`config.mk`:
```
export PLATFORM = sky130hd
export DESIGN_NAME = uart_tx_arbiter
export DESIGN_NICKNAME = d
export VERILOG_FILES = /design/src/rtl/uart_pkg.sv /design/src/rtl/rr_arbiter.sv /design/src/rtl/uart_tx_arbiter.sv
export SDC_FILE = /design/constraint.sdc
export NUM_CORES = 1
export LEC_CHECK = 0
export CAP_MARGIN = 20
export CORE_MARGIN = 2
export CORE_UTILIZATION = 25
export DETAILED_ROUTE_END_ITERATION = 6
export GPL_ROUTABILITY_DRIVEN = 1
export GPL_TIMING_DRIVEN = 0
export PLACE_DENSITY = 0.52
export RECOVER_POWER = 100
export SLEW_MARGIN = 20
export SYNTH_ARGS = -nofsm -noshare
export SYNTH_HDL_FRONTEND = slang
export SYNTH_HIERARCHICAL = 1
export SYNTH_SLANG_ARGS = --single-unit
```
`constraint.sdc`:
```
create_clock -name clk -period 4.3 [get_ports clk]
set_input_delay 0.86 -clock clk [delete_from_list [all_inputs] [get_ports clk]]
set_output_delay 0.86 -clock clk [all_outputs]
set_load 0.02 [all_outputs]
```
`src/rtl/uart_pkg.sv`:
```
// uart_pkg: shared UART word/baud defaults and the arbiter state encoding.
package uart_pkg;
    localparam int WORD_SIZE  = 8;
    localparam int CLOCK_FREQ = 1_843_200;
    localparam int BAUD_RATE  = 115_200;
    typedef enum logic [1:0] {IDLE, ARM, HANDOFF, FRAME} arb_state_t;
endpackage

```
`src/rtl/rr_arbiter.sv`:
```
// rr_arbiter: round-robin pick of one request, searching upward from last_grant+1.
module rr_arbiter #(
    parameter int N  = 4,
    parameter int IW = $clog2(N)
) (
    input  logic [N-1:0]  req,
    input  logic [IW-1:0] last_grant,
    output logic [N-1:0]  grant,
    output logic [IW-1:0] index
);
    logic [IW-1:0] w_j;
    // Scan farthest offset first so the nearest requester after last_grant overwrites the rest.
    always_comb begin
        grant = '0;
        index = '0;
        w_j   = '0;
        for (int k = N; k >= 1; k--) begin
            w_j = IW'((int'(last_grant) + k) % N);
            if (req[w_j]) begin
                grant = N'(1) << w_j;
                index = w_j;
            end
        end
    end
endmodule

```
`src/rtl/uart_tx_arbiter.sv`:
```
// uart_tx_arbiter: round-robin sharing of one UART transmitter among NUM_REQ requesters,
// with a per-wait-state timeout that raises a sticky err.
module uart_tx_arbiter #(
    parameter int NUM_REQ   = 4,
    parameter int WORD_SIZE = uart_pkg::WORD_SIZE,
    parameter int TIMEOUT   = 4 * (uart_pkg::CLOCK_FREQ / uart_pkg::BAUD_RATE) * (WORD_SIZE + 2)
) (
    input  logic                         clk,
    input  logic                         rst_n,
    input  logic [NUM_REQ-1:0]           req_valid,
    input  logic [NUM_REQ*WORD_SIZE-1:0] req_data,
    output logic [NUM_REQ-1:0]           req_ready,
    output logic [WORD_SIZE-1:0]         data_send,
    output logic                         tx_send_i,
    input  logic                         tx_avbl_i,
    output logic [$clog2(NUM_REQ)-1:0]   grant_id,
    output logic                         busy,
    output logic                         err,
    input  logic                         err_clr
);
    import uart_pkg::*;
    localparam int IW = $clog2(NUM_REQ);
    localparam int CW = $clog2(TIMEOUT + 1);

    arb_state_t           r_state, w_next;
    logic [IW-1:0]        r_last, r_gid, w_idx;
    logic [NUM_REQ-1:0]   w_grant;
    logic [CW-1:0]        r_wait;
    logic [WORD_SIZE-1:0] r_data;
    logic                 r_tx, r_err, w_xfer, w_wait_st, w_tmo;

    rr_arbiter #(.N(NUM_REQ)) u_rr (
        .req       (req_valid),
        .last_grant(r_last),
        .grant     (w_grant),
        .index     (w_idx)
    );

    assign w_xfer    = (r_state == IDLE) && |req_valid;
    assign w_wait_st = (r_state == HANDOFF) || (r_state == FRAME);
    // A pulse arriving on the last allowed cycle still counts as progress.
    assign w_tmo     = w_wait_st && !tx_avbl_i && (r_wait == CW'(TIMEOUT - 1));

    assign req_ready = (rst_n && r_state == IDLE) ? w_grant : '0;
    assign data_send = r_data;
    assign tx_send_i = r_tx;
    assign grant_id  = r_gid;
    assign busy      = r_state != IDLE;
    assign err       = r_err;

    always_comb begin
        w_next = r_state;
        case (r_state)
            IDLE:    w_next = w_xfer ? ARM : IDLE;
            ARM:     w_next = HANDOFF;
            HANDOFF: w_next = tx_avbl_i ? FRAME : w_tmo ? IDLE : HANDOFF;
            FRAME:   w_next = (tx_avbl_i || w_tmo) ? IDLE : FRAME;
            default: w_next = IDLE;
        endcase
    end

    always_ff @(posedge clk or negedge rst_n) begin
        if (!rst_n) r_state <= IDLE;
        else        r_state <= w_next;
    end

    always_ff @(posedge clk or negedge rst_n) begin
        if (!rst_n) begin
            r_data <= '0;
            r_gid  <= '0;
            r_last <= IW'(NUM_REQ - 1);
            r_tx   <= 1'b0;
            r_wait <= '0;
            r_err  <= 1'b0;
        end else begin
            if (w_xfer) begin
                r_data <= req_data[w_idx*WORD_SIZE +: WORD_SIZE];
                r_gid  <= w_idx;
                r_last <= w_idx;
            end
            r_tx   <= w_xfer || (r_tx && w_next == HANDOFF);
            r_wait <= (w_wait_st && w_next == r_state) ? r_wait + 1'b1 : '0;
            r_err  <= w_tmo || (r_err && !err_clr);
        end
    end
endmodule
```
## Word level (Yosys, flattened, before mapping)

Cells that the tools add are included.

- Flip-flop bits (word level): 26
- Bits of input ports: 40
- Output and inout bits: 17
- Logic and storage cells: 66

- Add/sub/neg operators: 5
- Order comparisons: 4
- Equality and inequality tests: 6
- Shifts and indexed selects: 5
- Muxes and demuxes: 23
- Reduce and logical (&&, ||, !) cells: 16

Operators by type and width:

| operator | number |
|---|---|
| indexed part select 32 x 6 -> 8 bit | 1 |
| 2-to-1 mux 4 bit | 5 |
| << shifter 1 x 2 -> 4 bit, first input constant | 4 |
| 2-to-1 mux 2 bit | 7 |
| < comparator 2 x 3 -> 1 bit, second input constant | 4 |
| adder 10 x 1 -> 10 bit, second input constant | 1 |
| equality test 10 bit, second input constant | 1 |
| 2-to-1 mux 10 bit | 1 |
| binary-select mux 1 bit (select 2 bit) | 4 |
| case mux 2 bit (4 select lines) | 1 |
| logical AND 1 bit | 7 |
| equality test 2 bit, second input constant | 3 |
| 2-to-1 mux 1 bit | 5 |
| adder 2 x 1 -> 2 bit, second input constant | 2 |
| adder 2 bit, second input constant | 2 |
| logical OR 1 bit | 4 |
| OR reduction 4 bit | 1 |
| equality test 2 x 1 -> 1 bit, second input constant | 1 |
| equality test 2 bit | 1 |
| zero test 1 bit | 2 |
| zero test 2 bit | 1 |
| nonzero test 2 bit | 1 |

## Logic depth before layout (Yosys ltp)

Gate-level depths: netlist of run 1.

- Depth after elaboration: 10
- Mapped depth: 11
- Mapped depth without buffers: 8

## Hierarchy

The synthesis of run 1 kept the hierarchy.

Modules (own cells, without submodules):

| module | instances | cells an instance | area an instance (µm²) | seq. area each (µm²) |
|---|---|---|---|---|
| uart_tx_arbiter | 1 | 105 | 1351.3 | 653.1 |
| rr_arbiter | 1 | 60 | 467.9 | 0.0 |

## Worst setup path before layout of run 1

Ideal clock, no wire load.

- Path kind: reg2reg
- Start point: register r_last[0]
- End point: register r_data[4], in the netlist data_send[4]
- Setup time: 0.125 ns
- Data arrival time: 3.239 ns
- Data required time: 4.175 ns
- Setup slack: 0.937 ns
- Cell stages (with the launch flop): 11
- Buffers on the path: 3
- Clock period less this slack: 3.363 ns
- Path through: dfstp_2 buf_2 inv_1 ha_1 buf_2 mux4_2 a21oi_1 o221a_2 buf_2 mux4_2 mux2_2

- Word-level cells in the longest chain between the ends: 8
- Elaborated cells on any way between the ends: 17
- Those cells by class: 4 x add/sub; 1 x shift; 12 x mux

Ends and longest elaborated chain:

| element | RTL line | source |
|---|---|---|
| from (decl) | uart_tx_arbiter.sv:26 | `logic [IW-1:0] r_last, r_gid, w_idx;` |
| from (signal assigned) | uart_tx_arbiter.sv:71 | `r_last <= IW'(NUM_REQ - 1);` |
| from (signal assigned) | uart_tx_arbiter.sv:79 | `r_last <= w_idx;` |
| adder 2 x 1 -> 2 bit | rr_arbiter.sv:18 | `w_j = IW'((int'(last_grant) + k) % N);` |
| binary-select mux 1 bit (select 2 bit) | rr_arbiter.sv:19 | `if (req[w_j]) begin` |
| 2-to-1 mux 1 bit (not written as such) | rr_arbiter.sv:19 |  |
| 2-to-1 mux 2 bit (3 in a row) | rr_arbiter.sv:19 |  |
| 2-to-1 mux 2 bit * | rr_arbiter.sv:19 |  |
| named net w_idx[0] | uart_tx_arbiter.sv:26 |  |
| indexed part select 32 x 6 -> 8 bit * | uart_tx_arbiter.sv:77 | `r_data <= req_data[w_idx*WORD_SIZE +: WORD_SIZE];` |
| to (signal assigned) | uart_tx_arbiter.sv:77 |  |
| to (decl) | uart_tx_arbiter.sv:29 | `logic [WORD_SIZE-1:0] r_data;` |

Mark *: on every way through the listed nets, which the timed path passes. The rest lies on a longest branch. The select of a mux whose other input is x is not followed.
A chain may end at the register's enable or synchronous reset.

## Final worst setup path of run 1

- Start point: input req_valid[0]
- End point: output req_ready[3]

- Word-level cells in the longest chain between the ends: 7
- Elaborated cells on any way between the ends: 13
- Those cells by class: 13 x mux

Ends and longest elaborated chain:

| element | RTL line | source |
|---|---|---|
| from (decl) | uart_tx_arbiter.sv:10 | `input logic [NUM_REQ-1:0] req_valid,` |
| binary-select mux 1 bit (select 2 bit) | rr_arbiter.sv:19 |  |
| 2-to-1 mux 1 bit (not written as such) | rr_arbiter.sv:19 |  |
| 2-to-1 mux 4 bit (3 in a row) | rr_arbiter.sv:19 |  |
| 2-to-1 mux 4 bit * | rr_arbiter.sv:19 |  |
| named net w_grant[3] | uart_tx_arbiter.sv:27 | `logic [NUM_REQ-1:0] w_grant;` |
| 2-to-1 mux 4 bit * | uart_tx_arbiter.sv:44 | `assign req_ready = (rst_n && r_state == IDLE) ? w_grant : '0;` |
| to (decl) | uart_tx_arbiter.sv:12 | `output logic [NUM_REQ-1:0] req_ready,` |

Marked as above.

==> summary.md, run 1 <==
| Metric | Value |
|---|---|
| Worst hold path type | `flip-flop to flip-flop` |
| 1st-iter DRT viols | `approximately 90` |
| Hold-critical path depth | `1` |
| Yosys warning count | `6` |
| Mux share of post-synthesis cell area | `between 20 and 25%` |
| Worst Setup Slack post-DPL | `around 0.099 ns` |
| Synth Instances | `about 170` |
| Max H-tree Level | `1` |
| CP Max Fanout | `10` |
| Post-synthesis xor/xnor area fraction | `roughly 1.4%` |
| Fin crit share | `between 90% and 100%` |
| Outcome | `complete, but fails checks` |
| Crit path from | `req_valid[0]` |
| FFs w/ async S/R, synth | `100%` |
| Via count | `~1,600` |
| Most frequent cells in the layout | `clkdlybuf4s50_1, dfrtp_1, dlygate4sd3_1` |
| EDFF count, synth | `0` |
| WP data arrival | `~3.2 ns` |
| Detail Route Antenna Nets | `0` |
| Total of max-cap violations | `1` |
| Largest net degree at the start of global routing | `31` |
| Post-Synth Simple-Gate Area | `between 10% and 20%` |
| Port bufs | `56` |
| Reg2Reg Launch Point | `r_last[0]$_DFFE_PN1P_` |
| GRT Total Usage | `a little under an eighth` |
| Violated checks | `capacitance limit` |
| Drt first pass iters | `4` |
| Combinational family with the most area after synthesis | `multiplexers` |
| Vias in the first global route | `~1,500` |
| Die height | `between 80 and 90 µm` |
| Ys flop type | `dfrtp_1` |
| Synth Register Bits | `26` |
| Worst reg2reg path endpoint | `data_send[3]$_DFFE_PN0P_` |
| Sequential area share after synthesis | `a little over a third` |
| First-pass GRT wire length | `a little over 7000 µm` |
| Final worst slack | `between 0.2 and 0.25 ns` |
| Post-DP Area | `around 0.0025 mm²` |
| Leakage | `1.06 nW` |
| FMAX | `245 MHz` |
| Number of placement rows | `31` |
| Core Region | `approximately 0.0071 mm²` |
| Synthesized Nets | `roughly 210` |
| Worst Setup Start Kind | `input port` |
| CTS root buf | `clkbuf_8` |
| DRC errors left | `0` |
| Clock sinks | `26` |
| Hold path start | `grant_id[1]$_DFFE_PN0P_` |
| IO Count | `57` |
| Routed len/inst | `13.4 µm` |
| Final TNS setup | `0 ns` |
| Die area | `~0.008 mm²` |
| Slew headroom | `less than 1%` |
| Setup crit end kind | `primary output` |
| Worst skew pair latency | `0.28 ns` |
| Final setup fails | `0` |
| R2R Setup Slk | `approximately 0.47 ns` |
| RSZ-0062 raised after global routing | `false` |
| Die W | `around 90 µm` |
| Post-Syn Area | `approximately 0.0018 mm²` |
| Crit path kind | `input port to primary output` |
| Final HPWL DP | `around 3200 µm` |
| Synth area leader | `dfrtp_1` |
| Adder-Cell Fraction of Synth Area | `4.81%` |
| Diode count | `0` |
| CTS tree | `built` |
| Hold EP | `grant_id[1]$_DFFE_PN0P_` |
| Initial antenna violation count | `0` |
| Commonest non-fill, non-tap cell in the layout | `clkdlybuf4s50_1` |
| CTS Buf Count | `3` |
| Clock Path Buffers | `2` |
| Clk slew on worst S/H paths | `around 0.1 ns` |
| Average cell area after synthesis | `around 11 µm²` |
| Max-slew violation count | `0` |
| Nets | `~280` |
| Worst EP required | `between 3 and 4 ns` |
| Yosys top cell area share | `approximately a third` |
| Area growth syn-to-layout | `45.5%` |
| P per Cell Area | `~650 mW/mm²` |
| Tmin final | `4.08 ns` |
| Peak supply drop | `about 0.23 mV` |
| Placer Congestion | `about 0.80` |
| Layout cell share with drive strength beyond 1 | `23.2%` |
| Cell variety after synth | `48` |
| Area contributors post-synth | `dfrtp_1, mux4_2, mux2_2` |
| Starting Density | `25.5%` |
| Worst Tran Pin Value | `about 1.5 ns` |
| Final instance area | `about 0.0026 mm²` |
| Final hold violation count | `0` |
| Clk_skew | `around 0.0044 ns` |
| Compound-Gate Fraction of Synth Area | `between 10% and 20%` |
| Congestion Overflow GR | `0` |
| Vias per cell | `between 4 and 5` |
| Reg2Reg Depth | `11` |
| WL final | `~4500 µm` |
## sequential cells by signal (all words and copies together) (netlist names)
| name | cells |
|---|---|
| data_send | 8 |
| err | 1 |
| grant_id | 2 |
| r_last | 2 |
| r_state | 2 |
| r_wait | 10 |
| tx_send_i | 1 |
## cell usage after synthesis, types with 7 or more instances
library cell / n
inv_1: 13
dfrtp_1: 24
ha_1: 7
nor2_1: 8
a21oi_1: 10
mux4_2: 11
o21ai_0: 7
mux2_2: 14
nand2_1: 7
## area by class of cell
type / count / area [µm²]
buffer: 7 / 43.8
tap: 99 / 124
sequential: 26 / 653
inverter: 13 / 48.8
timing repair buffer: 63 / 591
clock inverter: 1 / 30.0
fill: 725 / 4490
clock buffer: 3 / 41.3
multi-input combinational: 120 / 1120
## repair_timing
action	in CTS	in global routing
setup buffers	1	6
endpoints found under the setup margin	4	4
hold buffers	0	0
pin swaps	0	0
cloned	0	1
gates resized for setup	6	8
## power breakdown
group	internal [W]	total, W	switching (W)	leakage (nW)
sequential	0.000332	0.000394	0.0000618	0.327
clock	0.000125	0.000209	0.0000840	0.0357
combinational	0.000574	0.00111	0.000532	0.698
total	0.00103	0.00171	0.000678	1.06
## critical path, cell delays in order
cell and delay (ns):
dlygate4sd3_1 0.68, mux4_2 0.54, buf_4 0.16, buf_4 0.14, a2111oi_2 0.21, a2bb2oi_1 0.21
and3_1 0.19, clkbuf_1 0.24
## cell families after synthesis
logic type,after synthesis
AO/OA/AOI/OAI,43
XOR/XNOR,3
adder cells (fa/ha/maj),7
buffers and inverters,20
flip-flops,26
multiplexers,25
AND/OR/NAND/NOR,41
## routing by layer
metal  global-route usage [%]  vias to the layer above  wire length [µm]
met1                     16.0                      766              2110
met5                        0                        -                 0
met2                     16.7                       61              1930
met3                     3.05                        7               345
li1                         -                      773                 -
met4                     4.48                        0                84
## per-stage QoR
stage	hold slack, ns	instances	utilization (%)	total power (W)
after floorplan	0.475	165	-	0.00111
after global placement	0.489	320	35.1	0.00142
after detailed placement	0.498	320	35.0	0.00142
after CTS	0.523	325	36.3	0.00167
after global routing	0.536	332	37.1	0.00184
final	0.509	332	37.1	0.00171
## how the worst max path moves through the flow
stage / depth (start not counted) / slack (ns) / endpoint
detailed placement: 6 / 0.1 / req_ready[0]
floorplan: 10 / 0.94 / data_send[4]$_DFFE_PN0P_
finish: 8 / 0.22 / req_ready[3]
CTS: 10 / 0.005 / req_ready[3]
global route: 11 / 0.05 / req_ready[3]
global placement: 6 / 0.09 / req_ready[1]
No activity file was read; power rests on OpenSTA's default activity.
==> inputs of run 2 (changes only) <==
- RECOVER_POWER: 100 -> default
==> run 2 against run 1 <==
Effect of this change:
- the run now ends clean
- flip-flop and latch count is the same
- count of clock-buffer cells in the layout unchanged
- hold slack improved by 0.0051 ns
- clock skew about the same
- combinational power about the same
- final cell count did not move
- fmax increased by 0.88%
- sequential share of layout area down 0.38 points
- clock power hardly changed
- power increased by 2.3%
- setup slack improved by 0.036 ns
- largest cell class unchanged
==> summary.md, run 2 (same netlist as run 1, synthesis figures left out) <==
| Metric | Value |
|---|---|
| Outcome | `complete, no violations` |
| Placed Instances | `320 (unchanged)` |
| Hold path start | `grant_id[1]$_DFFE_PN0P_` |
| Starting Density | `25.5% (unchanged)` |
| Die area | `0.00798 mm² (unchanged)` |
| Most frequent cells in the layout | `clkdlybuf4s50_1, dfrtp_1, mux2_2` |
| DRC errors left | `0 (unchanged)` |
| Drt first pass iters | `4 (unchanged)` |
| Die height | `89.3 µm (unchanged)` |
| Total of max-cap violations | `0 (-1)` |
| Final core occ | `37.7% (+0.58 points)` |
| Via count | `1,596 (-0.68%)` |
| Clk_skew | `0.00395 ns (-0.000485 ns)` |
| Worst Setup Slack post-DPL | `0.0995 ns (unchanged)` |
| RSZ-0062 raised after global routing | `false` |
| Final worst slack | `0.252 ns (+0.0358 ns)` |
| First-pass GRT wire length | `7110 µm (unchanged)` |
| CTS root buf | `clkbuf_8` |
| Layout cell share with drive strength beyond 1 | `24.9% (+1.7 points)` |
| Vias per cell | `4.81 (-0.68%)` |
| GRT Total Usage | `11.4% (unchanged)` |
| Worst Tran Pin Value | `0.749 ns (-0.748 ns)` |
| Biggest register | `r_wait` |
| Worst hold path type | `flip-flop to flip-flop` |
| Commonest non-fill, non-tap cell in the layout | `clkdlybuf4s50_1` |
| Routed len/inst | `13.5 µm (+0.11%)` |
| Largest net degree at the start of global routing | `31 (unchanged)` |
| Slew headroom | `49.7% (+50 points)` |
| Worst reg2reg path endpoint | `data_send[3]$_DFFE_PN0P_` |
| Worst Setup Start Kind | `flip-flop` |
| Hold-critical path depth | `1 (unchanged)` |
| Final TNS setup | `0 ns (unchanged)` |
| Hold EP | `grant_id[1]$_DFFE_PN0P_` |
| IO Count | `57 (unchanged)` |
| Clk slew on worst S/H paths | `0.10 ns (about the same)` |
| Tmin final | `4.05 ns (-0.0358 ns)` |
| Critical Path, Cell by Cell | `buf_4, inv_1, ha_1, clkbuf_4, mux4_2, buf_4, buf_4, a2111oi_2, a2bb2oi_1, and3_1, dlymetal6s2s_1` |
| CTS Buf Count | `3 (unchanged)` |
| Peak supply drop | `0.236 mV (+0.71%)` |
| Worst skew pair latency | `0.28 ns (about the same)` |
| Setup crit end kind | `primary output` |
| Reg2Reg Depth | `11 (unchanged)` |
| Max-slew violation count | `0 (unchanged)` |
| P per Cell Area | `651 mW/mm² (+0.76%)` |
| Port bufs | `56 (unchanged)` |
| Die W | `89.3 µm (unchanged)` |
| R2R Setup Slk | `0.46 ns (about the same)` |
| Fill cells | `716 (-1.2%)` |
| Number of placement rows | `31 (unchanged)` |
| Area growth syn-to-layout | `47.8%` |
| Reg2Reg Launch Point | `r_last[0]$_DFFE_PN1P_` |
| WP data arrival | `3.19 ns (-0.03 ns)` |
| 1st-iter DRT viols | `99 (+7.6%)` |
| Worst EP required | `3.44 ns (about the same)` |
| Power, Total | `0.00175 W (+2.3%)` |
| Vias in the first global route | `1,540 (unchanged)` |
| Initial antenna violation count | `0 (unchanged)` |
| Final hold violation count | `0 (unchanged)` |
| Final setup fails | `0 (unchanged)` |
| Most frequent CP cell | `buf_4` |
| Diode count | `0 (unchanged)` |
| Core Region | `0.00714 mm² (unchanged)` |
| WL final | `4470 µm (+0.11%)` |
| Fin crit share | `94.1% (-0.83 points)` |
| Placer Congestion | `0.796 (unchanged)` |
| Detail Route Antenna Nets | `0 (unchanged)` |
| FMAX | `247 MHz (+0.88%)` |
| Critical Path Max Stage Delay | `0.63 ns (-0.05 ns)` |
| Leakage | `1.12 nW (+5.7%)` |
| Clock Path Buffers | `2 (unchanged)` |
| Max reg flops | `10 (unchanged)` |
| Buf/Inv on CP | `6 (+2)` |
| CP delay by family, top | `buffers and inverters` |
| CP Max Fanout | `10 (unchanged)` |
| Worst path slowest cell | `dfstp_2` |
| Post-route insts no fill | `332 (unchanged)` |
| Critical path depth in cells | `11 (+3)` |
| Final HPWL DP | `3150 µm (unchanged)` |
| Crit path kind | `flip-flop to primary output` |
| CTS tree | `built` |
| Crit path from | `r_last[0]$_DFFE_PN1P_` |
| Clock sinks | `26 (unchanged)` |
| Nets | `281 (unchanged)` |
| Max H-tree Level | `1 (unchanged)` |
| Congestion Overflow GR | `0 (unchanged)` |
## run 2: cell count changes in the layout (fill, tap and decap cells not counted), sizes merged
cell           previous run  this run
buf                      11        14
clkbuf                   10         4
clkdlybuf4s50            36        51
dlygate4sd3              15         0
dlymetal6s2s              1         4
## run 2: where the power goes
part	leakage, nW	internal [W]	total, W	switching (W)
sequential	0.327	0.000332	0.000398	0.0000656
clock	0.0357	0.000125	0.000208	0.0000833
combinational	0.759	0.000610	0.00114	0.000534
total	1.12	0.00107	0.00175	0.000683
## run 2: stage by stage
| stage | instance area, µm² | hold WS, ns |
|---|---|---|
| 2_1_floorplan | 1820 | 0.475 |
| 4_1_cts | 2590 | 0.523 |
| 5_1_grt | 2690 | 0.536 |
| 3_5_place_dp | 2500 | 0.498 |
| 3_3_place_gp | 2500 | 0.489 |
| 6_report | 2690 | 0.515 |
## run 2: worst max path at each step
stage | end
floorplan | data_send[4]$_DFFE_PN0P_
global placement | req_ready[1]
detailed placement | req_ready[0]
CTS | req_ready[3]
global route | req_ready[3]
finish | req_ready[3]
## run 2: repair_timing
item / 4_1_cts / 5_1_grt
resized for setup: 6 / 8
setup endpoints to repair: 4 / 4
hold buffers: 0 / 0
buffers inserted: 1 / 6
gates cloned: 0 / 1
## run 2: per-layer routing
metal	global-route usage, %	share of wire (%)
met5	0	0
met4	4.48	1.9
met3	3.05	7.3
met2	16.7	43
met1	16.0	48
## run 2: final cells by class
class	instances	area, µm²	area share (%)
multi-input combinational	120	1130	41.9
sequential	26	653	24.3
timing repair buffer	63	618	23.0
tap	99	124	4.61
inverter	13	48.8	1.81
buffer	7	47.5	1.77
clock buffer	3	41.3	1.54
clock inverter	1	30.0	1.12
==> inputs of run 3 (changes only) <==
- MAX_ROUTING_LAYER: default -> met4
==> run 3 against run 2 <==
Effect of this change:
- core utilization is the same
- first-iteration DRC count grew 22%
- fmax grew 0.18%
- via count shrank 0.50%
- power shrank 0.22%
- global-route usage grew 0.43 points
- final area is the same
- combinational power is essentially flat
- largest cell class unchanged
==> summary.md, run 3 (same netlist as run 1, synthesis figures left out) <==
| Metric | Value |
|---|---|
| Outcome | `complete, no violations` |
| Final worst slack | `0.260 ns (+0.00729 ns)` |
| CTS root buf | `clkbuf_8` |
| Die area | `0.00798 mm² (unchanged)` |
| Final setup fails | `0 (unchanged)` |
| Congestion Overflow GR | `0 (unchanged)` |
| Total of max-cap violations | `0 (unchanged)` |
| Area growth syn-to-layout | `47.8% (unchanged)` |
| Die W | `89.3 µm (unchanged)` |
| Switching pwr | `0.000679 W (-0.54%)` |
| Hold-critical path depth | `1 (unchanged)` |
| Vias per cell | `4.78 (-0.50%)` |
| Detail Route Antenna Nets | `0 (unchanged)` |
| Worst reg2reg path endpoint | `data_send[3]$_DFFE_PN0P_` |
| Hold EP | `grant_id[1]$_DFFE_PN0P_` |
| GRT Total Usage | `11.8% (+0.43 points)` |
| Worst Tran Pin Value | `0.746 ns (-0.00250 ns)` |
| RSZ-0062 raised after global routing | `false` |
| Worst path slowest cell | `dfstp_2` |
| Worst skew pair latency | `0.28 ns (about the same)` |
| Routed len/inst | `13.4 µm (-0.69%)` |
| CTS tree | `built` |
| Layout cell share with drive strength beyond 1 | `24.9% (unchanged)` |
| Placed Instances | `320 (unchanged)` |
| Clock sinks | `26 (unchanged)` |
| Reg2Reg Launch Point | `r_last[0]$_DFFE_PN1P_` |
| Biggest register | `r_wait` |
| Core Region | `0.00714 mm² (unchanged)` |
| R2R Setup Slk | `0.46 ns (about the same)` |
| Largest net degree at the start of global routing | `31 (unchanged)` |
| Combinational power share | `65.4% (about the same)` |
| Die height | `89.3 µm (unchanged)` |
| Port bufs | `56 (unchanged)` |
| Final core occ | `37.7% (unchanged)` |
| Clk_skew | `0.00496 ns (+0.00101 ns)` |
| FMAX | `247 MHz (+0.18%)` |
| Max reg flops | `10 (unchanged)` |
| CTS Buf Count | `3 (unchanged)` |
| Setup crit end kind | `primary output` |
| Final HPWL DP | `3150 µm (unchanged)` |
| Diode count | `0 (unchanged)` |
| DRC errors left | `0 (unchanged)` |
| Met1 usage | `16.4% (+0.40 points)` |
| Critical Path Max Stage Delay | `0.63 ns (about the same)` |
| Crit path kind | `flip-flop to primary output` |
| Clk slew on worst S/H paths | `0.10 ns (about the same)` |
| WP data arrival | `3.18 ns (about the same)` |
| Proportion of power drawn by the clock network | `11.8% (about the same)` |
| P per Cell Area | `649 mW/mm² (-0.22%)` |
| WL final | `4440 µm (-0.69%)` |
| Reg2Reg Depth | `11 (unchanged)` |
| Most Used Layer, Global Route | `met2` |
| Tmin final | `4.04 ns (-0.00728 ns)` |
| Worst Setup Start Kind | `flip-flop` |
| Drt first pass iters | `4 (unchanged)` |
| Met2 usage | `16.7% (unchanged)` |
| Starting Density | `25.5% (unchanged)` |
| Number of placement rows | `31 (unchanged)` |
| Routing usage on met3 | `2.77% (-0.28 points)` |
| Leakage | `1.12 nW (unchanged)` |
| Sw Ratio | `38.9% (-0.13 points)` |
| Max H-tree Level | `1 (unchanged)` |
| Fin crit share | `94.0% (-0.17 points)` |
| Via count | `1,588 (-0.50%)` |
| Post-route insts no fill | `332 (unchanged)` |
| Final hold violation count | `0 (unchanged)` |
| Initial antenna violation count | `0 (unchanged)` |
| Critical Path, Cell by Cell | `buf_4, inv_1, ha_1, clkbuf_4, mux4_2, buf_4, buf_4, a2111oi_2, a2bb2oi_1, and3_1, dlymetal6s2s_1` |
| Fill cells | `716 (unchanged)` |
| Peak supply drop | `0.235 mV (-0.30%)` |
| Post-DP Area | `0.00250 mm² (unchanged)` |
| Worst EP required | `3.44 ns (about the same)` |
| Vias in the first global route | `1,540 (unchanged)` |
| Placer Congestion | `0.808 (+1.4%)` |
| Sequential Power Share | `22.8% (about the same)` |
| Slew headroom | `49.9% (+0.17 points)` |
| Final TNS setup | `0 ns (unchanged)` |
| Nets | `281 (unchanged)` |
| Register area | `653 µm² (unchanged)` |
| Final instance area | `0.00269 mm² (unchanged)` |
| Clock Path Buffers | `2 (unchanged)` |
| Int Power | `0.00107 W (about the same)` |
| Most frequent cells in the layout | `clkdlybuf4s50_1, dfrtp_1, mux2_2` |
| Most frequent CP cell | `buf_4` |
| 1st-iter DRT viols | `121 (+22%)` |
| Commonest non-fill, non-tap cell in the layout | `clkdlybuf4s50_1` |
| First-pass GRT wire length | `7130 µm (+0.30%)` |
| Hold path start | `grant_id[1]$_DFFE_PN0P_` |
| Worst hold path type | `flip-flop to flip-flop` |
| CP Max Fanout | `10 (unchanged)` |
| Footprint of the multi-input gates | `0.00113 mm² (unchanged)` |
| Max-slew violation count | `0 (unchanged)` |
| IO Count | `57 (unchanged)` |
| Worst Setup Slack post-DPL | `0.0995 ns (unchanged)` |
run 3: how the worst max path moves through the flow:
stage                           from                  endpoint  slack [ns]  depth (start not counted)
2_1_floorplan  r_last[0]$_DFFE_PN1P_  data_send[4]$_DFFE_PN0P_        0.94                         10
3_3_place_gp            req_valid[0]              req_ready[1]        0.09                          6
3_5_place_dp            req_valid[0]              req_ready[0]         0.1                          6
4_1_cts        r_last[0]$_DFFE_PN1P_              req_ready[3]       0.005                         10
5_1_grt        r_last[0]$_DFFE_PN1P_              req_ready[3]        0.07                         11
6_report       r_last[0]$_DFFE_PN1P_              req_ready[3]        0.26                         11
run 3: metrics by stage:
| step | total power (W) | hold slack, ns |
|---|---|---|
| after floorplan | 0.00111 | 0.475 |
| after global placement | 0.00142 | 0.489 |
| after detailed placement | 0.00142 | 0.498 |
| after CTS | 0.00167 | 0.523 |
| after global routing | 0.00188 | 0.536 |
| final | 0.00175 | 0.514 |
run 3: area by class of cell:
class / instances / share of cell area, %
clock buffer: 3 / 1.54
clock inverter: 1 / 1.12
inverter: 13 / 1.81
tap: 99 / 4.61
buffer: 7 / 1.77
sequential: 26 / 24.3
timing repair buffer: 63 / 23.0
multi-input combinational: 120 / 41.9
run 3: power groups by stage:
stage / Combinational, W / Sequential, W / Clock, W
2_1_floorplan: 0.000648 / 0.000458 / 0
3_3_place_gp: 0.00102 / 0.000403 / 0
3_5_place_dp: 0.00102 / 0.000404 / 0
4_1_cts: 0.00105 / 0.000402 / 0.000213
5_1_grt: 0.00125 / 0.000410 / 0.000223
6_report: 0.00114 / 0.000398 / 0.000206
run 3: worst max-delay path, delay by kind of cell (launching register included):
family | cells | cell delay (ns)
buffers and inverters | 6 | 1.04
muxes | 1 | 0.33
and+or+nand+nor | 1 | 0.18
AOI/OAI and AO/OA | 2 | 0.42
adders and majority gates | 1 | 0.28
DFF | 1 | 0.63
run 3: routing by layer:
layer,routed length [µm],share of wire [%],vias up
met1,2160,49,755
li1,-,-,772
met4,82,1.8,0
met5,0,0,-
met2,1920,43,54
met3,274,6.2,7
run 3: timing repair:
item / 4_1_cts / 5_1_grt
hold endpoints to repair: 0 / 0
hold buffers: 0 / 0
endpoints found under the setup margin: 4 / 4
setup buffers: 1 / 6
cloned: 0 / 1
gates resized for setup: 6 / 8
==> patch: new RTL, settings of run 3 <==
`WORD_SIZE`: 8 -> 4.
--- a/src/rtl/uart_pkg.sv
+++ b/src/rtl/uart_pkg.sv
@@ -1,6 +1,6 @@
 // uart_pkg: shared UART word/baud defaults and the arbiter state encoding.
 package uart_pkg;
-    localparam int WORD_SIZE  = 8;
+    localparam int WORD_SIZE  = 4;
     localparam int CLOCK_FREQ = 1_843_200;
     localparam int BAUD_RATE  = 115_200;
     typedef enum logic [1:0] {IDLE, ARM, HANDOFF, FRAME} arb_state_t;
Interface: changed (resized data_send and req_data); port bits go from 57 to 37. The function was not compared with the original's and may differ.
==> patch against run 3 <==
Setup slack worse by 160 ps; area after synthesis shrank 17%; combinational power fell by 24%; sequential cell count down 5; wire length fell by 18%; cell area fell by 24%; die area decreased by 16%; total power fell by 25%; maximum frequency fell by 3.7%; sequential power decreased by 21%; count of clock-buffer cells in the layout unchanged; critical path type unchanged; critical endpoint is now req_ready[1].
==> patch: results (changes against run 3) <==
status=complete, no violations; clock latency on the worst-skew pair=260 ps (-20 ps); clock network area share=2.25% (-0.40 points); Starting Density=25.7% (+0.21 points); Synth cell types=45 (-6.3%); PortBufs=36 (-36%); clock group total power=0.000127 W (-38%); Non-clk bufs=46 (-34%); Synth Area in Compound Gates=17.9% (+0.96 points); CTS Sinks=21 (-19%); max incr delay on CP=610 ps (-20 ps); leakage=0.858 nW (-24%); drt wl/cell=13.7 µm (+2.2%); Comb group=0.000862 W (-24%); # nets final=224 (-20%); fmax=0.238 GHz (-3.7%); layout cells sized above 1=20.3% (-4.6 points); post-synthesis xor/xnor area fraction=1.74% (+0.29 points); Seq/Total Area, Yosys=34.9% (-1.0 points); maximum VDD drop=0.000243 V (+3.5%); pre-CTS WS=158 ps (+58.3 ps); largest register by flop count=r_wait; Data arrival, critical path=3340 ps (+160 ps); Seq area share=25.7% (+1.4 points); # placed instances=258 (-19%); fraction of area in non-clock buffers=20.8% (-3.9 points); vias in the first global route=1313 (-15%); placed instance area=1970 µm² (-21%); met2 Usage GRT=18.3% (+1.6 points); Slew headroom=48.8% (-1.1 points); Vias/cell=4.82 (+0.78%); Reg area=528 µm² (-19%); met1 Use GR=15.6% (-0.80 points); met3 global-route usage=1.21% (-1.6 points); reg-to-reg setup timing slack=480 ps (+20 ps); Core Area=5890 µm² (-18%); GP Congestion=0.879 (+8.8%); Detailed Route Iter0 Violations=104 (-14%); final wirelength=3650 µm (-18%); largest net degree at the start of global routing=26 (-16%); multi-input logic cell count=108 (-10%); P per Cell Area=635 nW/µm² (-2.2%); final clock skew=8.22 ps (+3.27 ps); multi-input logic area=908 µm² (-19%); total track usage=11.6% (-0.17 points)
-- patch: how the worst min path moves through the flow --
stage,start,slack (ps),to
after floorplan,r_wait[0],450,r_wait[0]
after global placement,r_wait[0],490,r_wait[0]
after detailed placement,r_wait[0],480,r_wait[0]
after CTS,r_wait[0],490,r_wait[0]
after global routing,r_wait[0],510,r_wait[0]
final,r_wait[0],490,r_wait[0]
-- patch: metal layers --
metal	share of wire (%)	wire length [µm]
met3	4.5	163
met4	0.79	29
met5	0	0
met1	48	1750
met2	47	1710
-- patch: cells by family (layout without fill, tap and decap cells) --
group,after synthesis,in the layout
AOI/OAI and AO/OA,38,38
and+or+nand+nor,42,42
DFF,21,21
adders and majority gates,7,7
xor gates and xnor gates,3,3
buffers and inverters,18,63
muxes,18,18
-- patch: timing repair --
action                     in CTS  in global routing
setup buffers                   2                  3
hold buffers                    0                  0
gates resized for setup         0                  4
cloned                          0                  0
setup endpoints to repair       3                  4
